==> src/rtl/snax_tcdm_pkg.sv <==
// rtl/snax_tcdm_pkg.sv - shared TCDM request/response types and widths
package snax_tcdm_pkg;

    localparam int unsigned DataWidth = 32;
    localparam int unsigned AddrWidth = 32;
    localparam int unsigned StrbWidth = DataWidth / 8;

    typedef struct packed {
        logic [AddrWidth-1:0] addr;
        logic                 write;
        logic [DataWidth-1:0] data;
        logic [StrbWidth-1:0] strb;
    } tcdm_q_t;

    typedef struct packed {
        logic [DataWidth-1:0] data;
    } tcdm_p_t;

endpackage

==> src/rtl/snax_rsp_fifo.sv <==
// rtl/snax_rsp_fifo.sv - response buffer, head visible on data_o whenever non-empty
module snax_rsp_fifo #(
    parameter int unsigned Depth     = 2,
    parameter int unsigned DataWidth = 32
) (
    input  logic                         clk_i,
    input  logic                         rst_ni,
    input  logic                         push_i,
    input  logic [DataWidth-1:0]         data_i,
    input  logic                         pop_i,
    output logic [DataWidth-1:0]         data_o,
    output logic                         full_o,
    output logic                         empty_o,
    output logic [$clog2(Depth+1)-1:0]   count_o
);
    import snax_tcdm_pkg::*;

    localparam int unsigned CntW = $clog2(Depth + 1);
    localparam int unsigned PtrW = (Depth > 1) ? $clog2(Depth) : 1;

    logic [DataWidth-1:0] mem_q [Depth];
    logic [DataWidth-1:0] mem_d [Depth];
    logic [PtrW-1:0]      wptr_q, wptr_d;
    logic [PtrW-1:0]      rptr_q, rptr_d;
    logic [CntW-1:0]      count_q, count_d;
    logic                 do_push, do_pop;

    // Depth need not be a power of two, so pointers wrap explicitly.
    function automatic logic [PtrW-1:0] ptr_inc(input logic [PtrW-1:0] p);
        return (p == PtrW'(Depth - 1)) ? '0 : p + PtrW'(1);
    endfunction

    always_comb begin
        do_push = push_i && (!full_o || pop_i);
        do_pop  = pop_i && !empty_o;
        mem_d   = mem_q;
        wptr_d  = wptr_q;
        rptr_d  = rptr_q;
        count_d = count_q;
        if (do_push) begin
            mem_d[wptr_q] = data_i;
            wptr_d        = ptr_inc(wptr_q);
        end
        if (do_pop) begin
            rptr_d = ptr_inc(rptr_q);
        end
        if (do_push && !do_pop) begin
            count_d = count_q + CntW'(1);
        end else if (!do_push && do_pop) begin
            count_d = count_q - CntW'(1);
        end
    end

    always_ff @(posedge clk_i or negedge rst_ni) begin
        if (!rst_ni) begin
            for (int i = 0; i < int'(Depth); i++) begin
                mem_q[i] <= '0;
            end
            wptr_q  <= '0;
            rptr_q  <= '0;
            count_q <= '0;
        end else begin
            mem_q   <= mem_d;
            wptr_q  <= wptr_d;
            rptr_q  <= rptr_d;
            count_q <= count_d;
        end
    end

    assign data_o  = mem_q[rptr_q];
    assign empty_o = (count_q == '0);
    assign full_o  = (count_q == CntW'(Depth));
    assign count_o = count_q;

    count_bound_a: assert property (@(posedge clk_i) disable iff (!rst_ni) count_q <= CntW'(Depth));

endmodule

==> src/rtl/snax_tcdm_responder.sv <==
// rtl/snax_tcdm_responder.sv - TCDM port terminated on a 1-cycle-latency SRAM bank
module snax_tcdm_responder #(
    parameter int unsigned DataWidth    = 32,
    parameter int unsigned AddrWidth    = 32,
    parameter int unsigned MemAddrWidth = 10,
    parameter int unsigned RspDepth     = 2
) (
    input  logic                      clk_i,
    input  logic                      rst_ni,
    input  logic                      tcdm_q_valid_i,
    output logic                      tcdm_q_ready_o,
    input  logic [AddrWidth-1:0]      tcdm_q_addr_i,
    input  logic                      tcdm_q_write_i,
    input  logic [DataWidth-1:0]      tcdm_q_data_i,
    input  logic [DataWidth/8-1:0]    tcdm_q_strb_i,
    output logic                      tcdm_p_valid_o,
    input  logic                      tcdm_p_ready_i,
    output logic [DataWidth-1:0]      tcdm_p_data_o,
    output logic                      mem_req_o,
    output logic                      mem_we_o,
    output logic [MemAddrWidth-1:0]   mem_addr_o,
    output logic [DataWidth-1:0]      mem_wdata_o,
    output logic [DataWidth/8-1:0]    mem_be_o,
    input  logic [DataWidth-1:0]      mem_rdata_i
);
    import snax_tcdm_pkg::*;

    localparam int unsigned CntW = $clog2(RspDepth + 1);

    logic                 inflight_q, inflight_d;
    logic                 inflight_we_q, inflight_we_d;
    logic                 accept;
    logic [CntW:0]        credits_used;
    logic [DataWidth-1:0] rsp_datum;
    logic                 fifo_push, fifo_pop, fifo_empty;
    logic                 fifo_full_unused;
    logic [DataWidth-1:0] fifo_data;
    logic [CntW-1:0]      fifo_count;
    logic                 addr_bits_unused;

    // Outstanding = buffered + the one whose SRAM data arrives next cycle.
    assign credits_used   = {1'b0, fifo_count} + {{CntW{1'b0}}, inflight_q};
    assign tcdm_q_ready_o = credits_used < (CntW+1)'(RspDepth);
    assign accept         = tcdm_q_valid_i && tcdm_q_ready_o;

    assign mem_req_o   = accept;
    assign mem_we_o    = tcdm_q_write_i;
    assign mem_addr_o  = tcdm_q_addr_i[MemAddrWidth+1:2];
    assign mem_wdata_o = tcdm_q_data_i;
    assign mem_be_o    = tcdm_q_write_i ? tcdm_q_strb_i : '1;

    assign addr_bits_unused = ^{tcdm_q_addr_i[AddrWidth-1:MemAddrWidth+2], tcdm_q_addr_i[1:0]};

    always_comb begin
        inflight_d    = accept;
        inflight_we_d = accept && tcdm_q_write_i;
    end

    always_ff @(posedge clk_i or negedge rst_ni) begin
        if (!rst_ni) begin
            inflight_q    <= 1'b0;
            inflight_we_q <= 1'b0;
        end else begin
            inflight_q    <= inflight_d;
            inflight_we_q <= inflight_we_d;
        end
    end

    assign rsp_datum = inflight_we_q ? '0 : mem_rdata_i;

    // SRAM data is only valid for one cycle: bypass when the buffer is empty,
    // otherwise it queues behind older responses.
    always_comb begin
        fifo_push     = 1'b0;
        fifo_pop      = 1'b0;
        tcdm_p_data_o = '0;
        if (fifo_empty) begin
            tcdm_p_data_o = inflight_q ? rsp_datum : '0;
            fifo_push     = inflight_q && !tcdm_p_ready_i;
        end else begin
            tcdm_p_data_o = fifo_data;
            fifo_pop      = tcdm_p_ready_i;
            fifo_push     = inflight_q;
        end
    end

    assign tcdm_p_valid_o = inflight_q || !fifo_empty;

    snax_rsp_fifo #(
        .Depth     (RspDepth),
        .DataWidth (DataWidth)
    ) i_rsp_fifo (
        .clk_i   (clk_i),
        .rst_ni  (rst_ni),
        .push_i  (fifo_push),
        .data_i  (rsp_datum),
        .pop_i   (fifo_pop),
        .data_o  (fifo_data),
        .full_o  (fifo_full_unused),
        .empty_o (fifo_empty),
        .count_o (fifo_count)
    );

endmodule

==> config.mk <==
export PLATFORM = sky130hd
export DESIGN_NAME = snax_tcdm_responder
export DESIGN_NICKNAME = d
export VERILOG_FILES = /design/src/rtl/snax_tcdm_pkg.sv /design/src/rtl/snax_rsp_fifo.sv /design/src/rtl/snax_tcdm_responder.sv
export SDC_FILE = /design/constraint.sdc
export NUM_CORES = 1
export LEC_CHECK = 0
export ABC_AREA = 1
export CORE_MARGIN = 2
export CORE_UTILIZATION = 30
export DETAILED_ROUTE_END_ITERATION = 6
export PLACE_DENSITY = 0.61
export SLEW_MARGIN = 10
export SYNTH_ARGS = -nofsm -noshare
export SYNTH_HDL_FRONTEND = slang
export SYNTH_HIERARCHICAL = 1
export SYNTH_SLANG_ARGS = --single-unit
==> constraint.sdc <==
create_clock -name clk_i -period 2.5 [get_ports clk_i]
set_input_delay 0.75 -clock clk_i [delete_from_list [all_inputs] [get_ports clk_i]]
set_output_delay 0.75 -clock clk_i [all_outputs]
set_load 0.005 [all_outputs]
# == Yosys cells after proc, flatten, opt, wreduce, memory -nomap -nowiden ==
# Cells that the tools add are included.
# totals
mem_count,0
latchBits,0
ramBits,0
word_cells,52
reg_bits,70
in_bits,105
rom_bits,0
# classes
add_sub_neg,5
shift,0
n_eq_ne,1
bitwise_logic,2
div_mod_pow,0
n_lt_le_gt_ge,4
n_reduce_logical,17
multipliers,0
mux,16
# op_table
op,count
32-bit two-way mux,7
64-bit bitwise mux,1
32-bit demux with 1-bit select,1
1-bit logical AND,8
1-bit logical NOT,5
"2-bit greater-or-equal comparator, second input constant",2
1-bit two-way mux,4
2-bit two-way mux,2
4-bit two-way mux,1
1-bit inverter with 2-bit output,2
2-bit by 1-bit adder with 3-bit output,1
"3-bit by 2-bit less-than comparator with 1-bit output, second input constant",1
"1-bit adder, second input constant",2
"2-bit by 1-bit adder with 2-bit output, second input constant",1
"2-bit == test, second input constant",1
2-bit logical NOT,1
1-bit logical OR,2
"2-bit by 1-bit less-than comparator with 1-bit output, second input constant",1
2-bit nonzero test,1
"2-bit by 1-bit subtractor with 2-bit output, second input constant",1

# == Logic depth before layout (Yosys ltp) ==
# logic_depth
word_depth,8
depth_mapped,13
ltp_nobuf,12

# == Modules after synthesis ==
# Netlist, hierarchy kept.
# modules_own_cells
mod,n_inst,area_per_inst_um2,cells_each
snax_rsp_fifo,1,3289.4,416
snax_tcdm_responder,1,1077.3,201

# == Least setup slack after synthesis ==
# OpenSTA, ideal clock, no wires.
# synth_path
path_type,input to register
start,input port tcdm_p_ready_i
end,register i_rsp_fifo.count_q[1] (netlist: i_rsp_fifo/count_o[1])
t_required_ns,2.383
n_path_buf,1
path_stages,9
setup_slack_ns,0.539
arrival_ns,1.844
path_cell_list,a21oi_1 -> buf_2 -> nand2_1 -> inv_1 -> ha_1 -> inv_1 -> nand3_1 -> nand2_1 -> nand2_1
# synth_between
elab_chain_len,7
elab_cells_between_ends,13
# synth_rtl
item,line,source
start: declaration,snax_tcdm_responder.sv:17,"input logic tcdm_p_ready_i,"
1-bit logical NOT,snax_tcdm_responder.sv:79,fifo_push = inflight_q && !tcdm_p_ready_i;
1-bit logical AND,snax_tcdm_responder.sv:79,
1-bit two-way mux,snax_tcdm_responder.sv:77,if (fifo_empty) begin
1-bit logical AND (*),snax_rsp_fifo.sv:34,do_push = push_i && (!full_o || pop_i);
named net i_rsp_fifo.do_push,snax_rsp_fifo.sv:26,"logic do_push, do_pop;"
1-bit logical NOT,snax_rsp_fifo.sv:49,end else if (!do_push && do_pop) begin
1-bit logical AND,snax_rsp_fifo.sv:49,
2-bit nonzero test (no line),-,
end signal: assignment,snax_rsp_fifo.sv:66,count_q <= count_d;
end: declaration,snax_rsp_fifo.sv:25,"logic [CntW-1:0] count_q, count_d;"
# The timed path passes the listed nets; every way through them passes the cells marked *.
# A chain may end at the register's enable or synchronous reset.

# == Final worst setup path ==
# layout_path
start,input port tcdm_q_strb_i[0]
end,output port mem_be_o[0]
# layout_between
elab_chain_len,1
# layout_rtl
item,line,source
start: declaration,snax_tcdm_responder.sv:15,"input logic [DataWidth/8-1:0] tcdm_q_strb_i,"
4-bit two-way mux,snax_tcdm_responder.sv:50,assign mem_be_o = tcdm_q_write_i ? tcdm_q_strb_i : '1;
end: declaration,snax_tcdm_responder.sv:23,"output logic [DataWidth/8-1:0] mem_be_o,"
# Every way passes these cells.

==> impl_metrics.json <==
{
  "total_power_mw": 6.58,
  "fin_tns_setup_ns": 0,
  "clock_skew_ns": 0.00379,
  "worst_slew_pin_slew_ns": 0.423,
  "hold_viol": 0,
  "status": "finished clean",
  "setup_viol": 0,
  "fin_crit_sh_pct": 98.1,
  "postRouteWirelength_um": 11100,
  "cp_num_buf_inv": 2,
  "root_buffer": "clkbuf_16",
  "synth_nets": 722,
  "cts-hold-fix-buffers": 0,
  "grt_pass1_wl_um": 19000,
  "syn_to_final_growth_pct": 28.0,
  "worst_setup_path_end_kind": "primary output",
  "vias": 3911,
  "min_path_type": "input pin to async pin",
  "grtUsageTotal_pct": 14.8,
  "slew_violations": 0,
  "cts_tree": "built",
  "critPathMaxFanout": 1,
  "dp_cells": 854,
  "vias_per_cell": 4.50,
  "cts_buffer_depth": 2,
  "syn-cell-area_sq_mm": 0.00436,
  "slowest_delay_ns": 0.40,
  "cts_setup_buffers": 0,
  "hpwl_um": 7230,
  "drtPass1Iterations": 4,
  "dieArea_sq_mm": 0.0155,
  "nets": 787,
  "holdWs_ns": 0.360,
  "dp_slack_ns": -0.279,
  "timing.fmax_ghz": 0.408,
  "grt_pass1_vias": 3969,
  "overflow": 0,
  "critPathRequiredTime_ns": 1.75,
  "place_congestion": 0.740,
  "power_density_mw_per_mm2": 1180,
  "syn_area_per_cell_sq_um": 7.08,
  "cap_viol_max_count": 0,
  "ir_drop_mv": 0.551,
  "wl_per_cell_um": 12.8,
  "drc": 0,
  "multi_input_area_sq_mm": 0.00185,
  "ys_warn_count": 6,
  "stdcell_count": 870,
  "start_util_pct": 30.4,
  "numCtsBuffers": 9,
  "critPathKind": "input pin to primary output",
  "cts.htree.levels": 3,
  "startpoint_type": "input pin",
  "path_cells": "clkdlybuf4s50_1 -> or2_2 -> dlygate4sd2_1",
  "clkLatencyLatePin_ns": 0.32,
  "clk_pin_slew_ns": 0.05,
  "fin_area_sq_mm": 0.00559,
  "fp.dieH_um": 125,
  "core-area_sq_mm": 0.0144,
  "die_width_um": 125,
  "p_leak_nw": 3.11,
  "cts.sinks": 70,
  "cp.arrival_ns": 1.70,
  "dpl_cell_area_sq_mm": 0.00533,
  "layout_min_cycle_time_ns": 2.45,
  "fp-row-count": 44,
  "syn_inst": 616,
  "critPathSlowestCell": "clkdlybuf4s50_1",
  "grt_max_degree": 61,
  "rsz0062_at_grt": "no",
  "fill_cells": 1528,
  "initialDrtViolationCount": 231,
  "drive_gt1_share_pct": 14.0,
  "n_antenna_cell": 0,
  "antenna_found_initial": 0,
  "critPathTopFamily": "buffers and inverters",
  "slew_headroom_pct": 71.8,
  "port_buffers": 80,
  "setup_slack_ns": 0.0470,
  "antenna_left": 0,
  "final_core_util_pct": 38.9,
  "seqCellArea_sq_mm": 0.00175,
  "io_pins": 187
}
## layout by cell type, fill, tap and decap left out, drive strengths merged
cell type	instances
clkdlybuf4s15	1
or2	4
bufinv	1
nand4	65
dfrtp	70
clkinvlp	1
nand2	298
clkinv	5
nor2	3
o21ai	33
inv	46
dlygate4sd2	37
nand3	5
ha	1
buf	61
xnor2	1
xor2	1
a21oi	2
clkbuf	10
clkdlybuf4s50	41
## layout make-up
class / count / area share (%)
multi-input cells: 413 / 33.1
clock inverters: 6 / 1.10
inverters: 47 / 3.16
repair buffers: 140 / 22.9
flip-flops and latches: 70 / 31.4
clock buffers: 10 / 4.28
well taps: 184 / 4.12
## flip-flops by register name, indices dropped and copies added (netlist names)
signal / flops
i_rsp_fifo/mem_q: 64
i_rsp_fifo/count_o: 2
i_rsp_fifo/rptr_q: 1
i_rsp_fifo/wptr_q: 1
inflight_q: 1
inflight_we_q: 1
## worst reg2reg max path, stage by stage (launching register included)
cell	delay (ns)
dfrtp_1	0.39
nor2_2	0.17
buf_4	0.16
nor2_1	0.05
inv_1	0.08
nand3_4	0.12
buf_4	0.21
nand3_2	0.08
buf_4	0.31
nand2_1	0.10
nand2_1	0.07
## repair_timing
| action | 4_1_cts | 5_1_grt |
|---|---|---|
| pin swaps | 0 | 0 |
| resized for setup | 40 | 2 |
| endpoints found under the setup margin | 37 | 2 |
| gates cloned | 0 | 0 |
## where the power goes
part	switching (mW)	total, mW	internal (mW)
Clock	0.473	1.27	0.795
Sequential	0.251	1.88	1.63
Combinational	1.98	3.43	1.45
## routing by layer
| layer | up-vias | global-route usage (%) | routed length [um] |
|---|---|---|---|
| li1 | 2043 | - | - |
| met1 | 1754 | 19.8 | 5180 |
| met2 | 110 | 24.3 | 5200 |
| met3 | 4 | 3.14 | 670 |
| met4 | 0 | 3.97 | 64 |
| met5 | - | 0 | 0 |
## worst paths after layout
check / start / slack (ns) / depth (start not counted) / to
setup / recovery: tcdm_q_strb_i[0] / 0.05 / 3 / mem_be_o[0]
hold / removal: rst_ni / 0.36 / 1 / inflight_q
setup reg to reg: i_rsp_fifo/count_o[0] / 0.71 / 10 / i_rsp_fifo/mem_q[47]
hold reg to reg: i_rsp_fifo/mem_q[28] / 0.47 / 2 / i_rsp_fifo/mem_q[28]
max in group asynchronous: rst_ni / 1.58 / 2 / i_rsp_fifo/mem_q[45]
min in group clk_i: i_rsp_fifo/mem_q[28] / 0.47 / 2 / i_rsp_fifo/mem_q[28]
(Power assumes the default switching activity.)
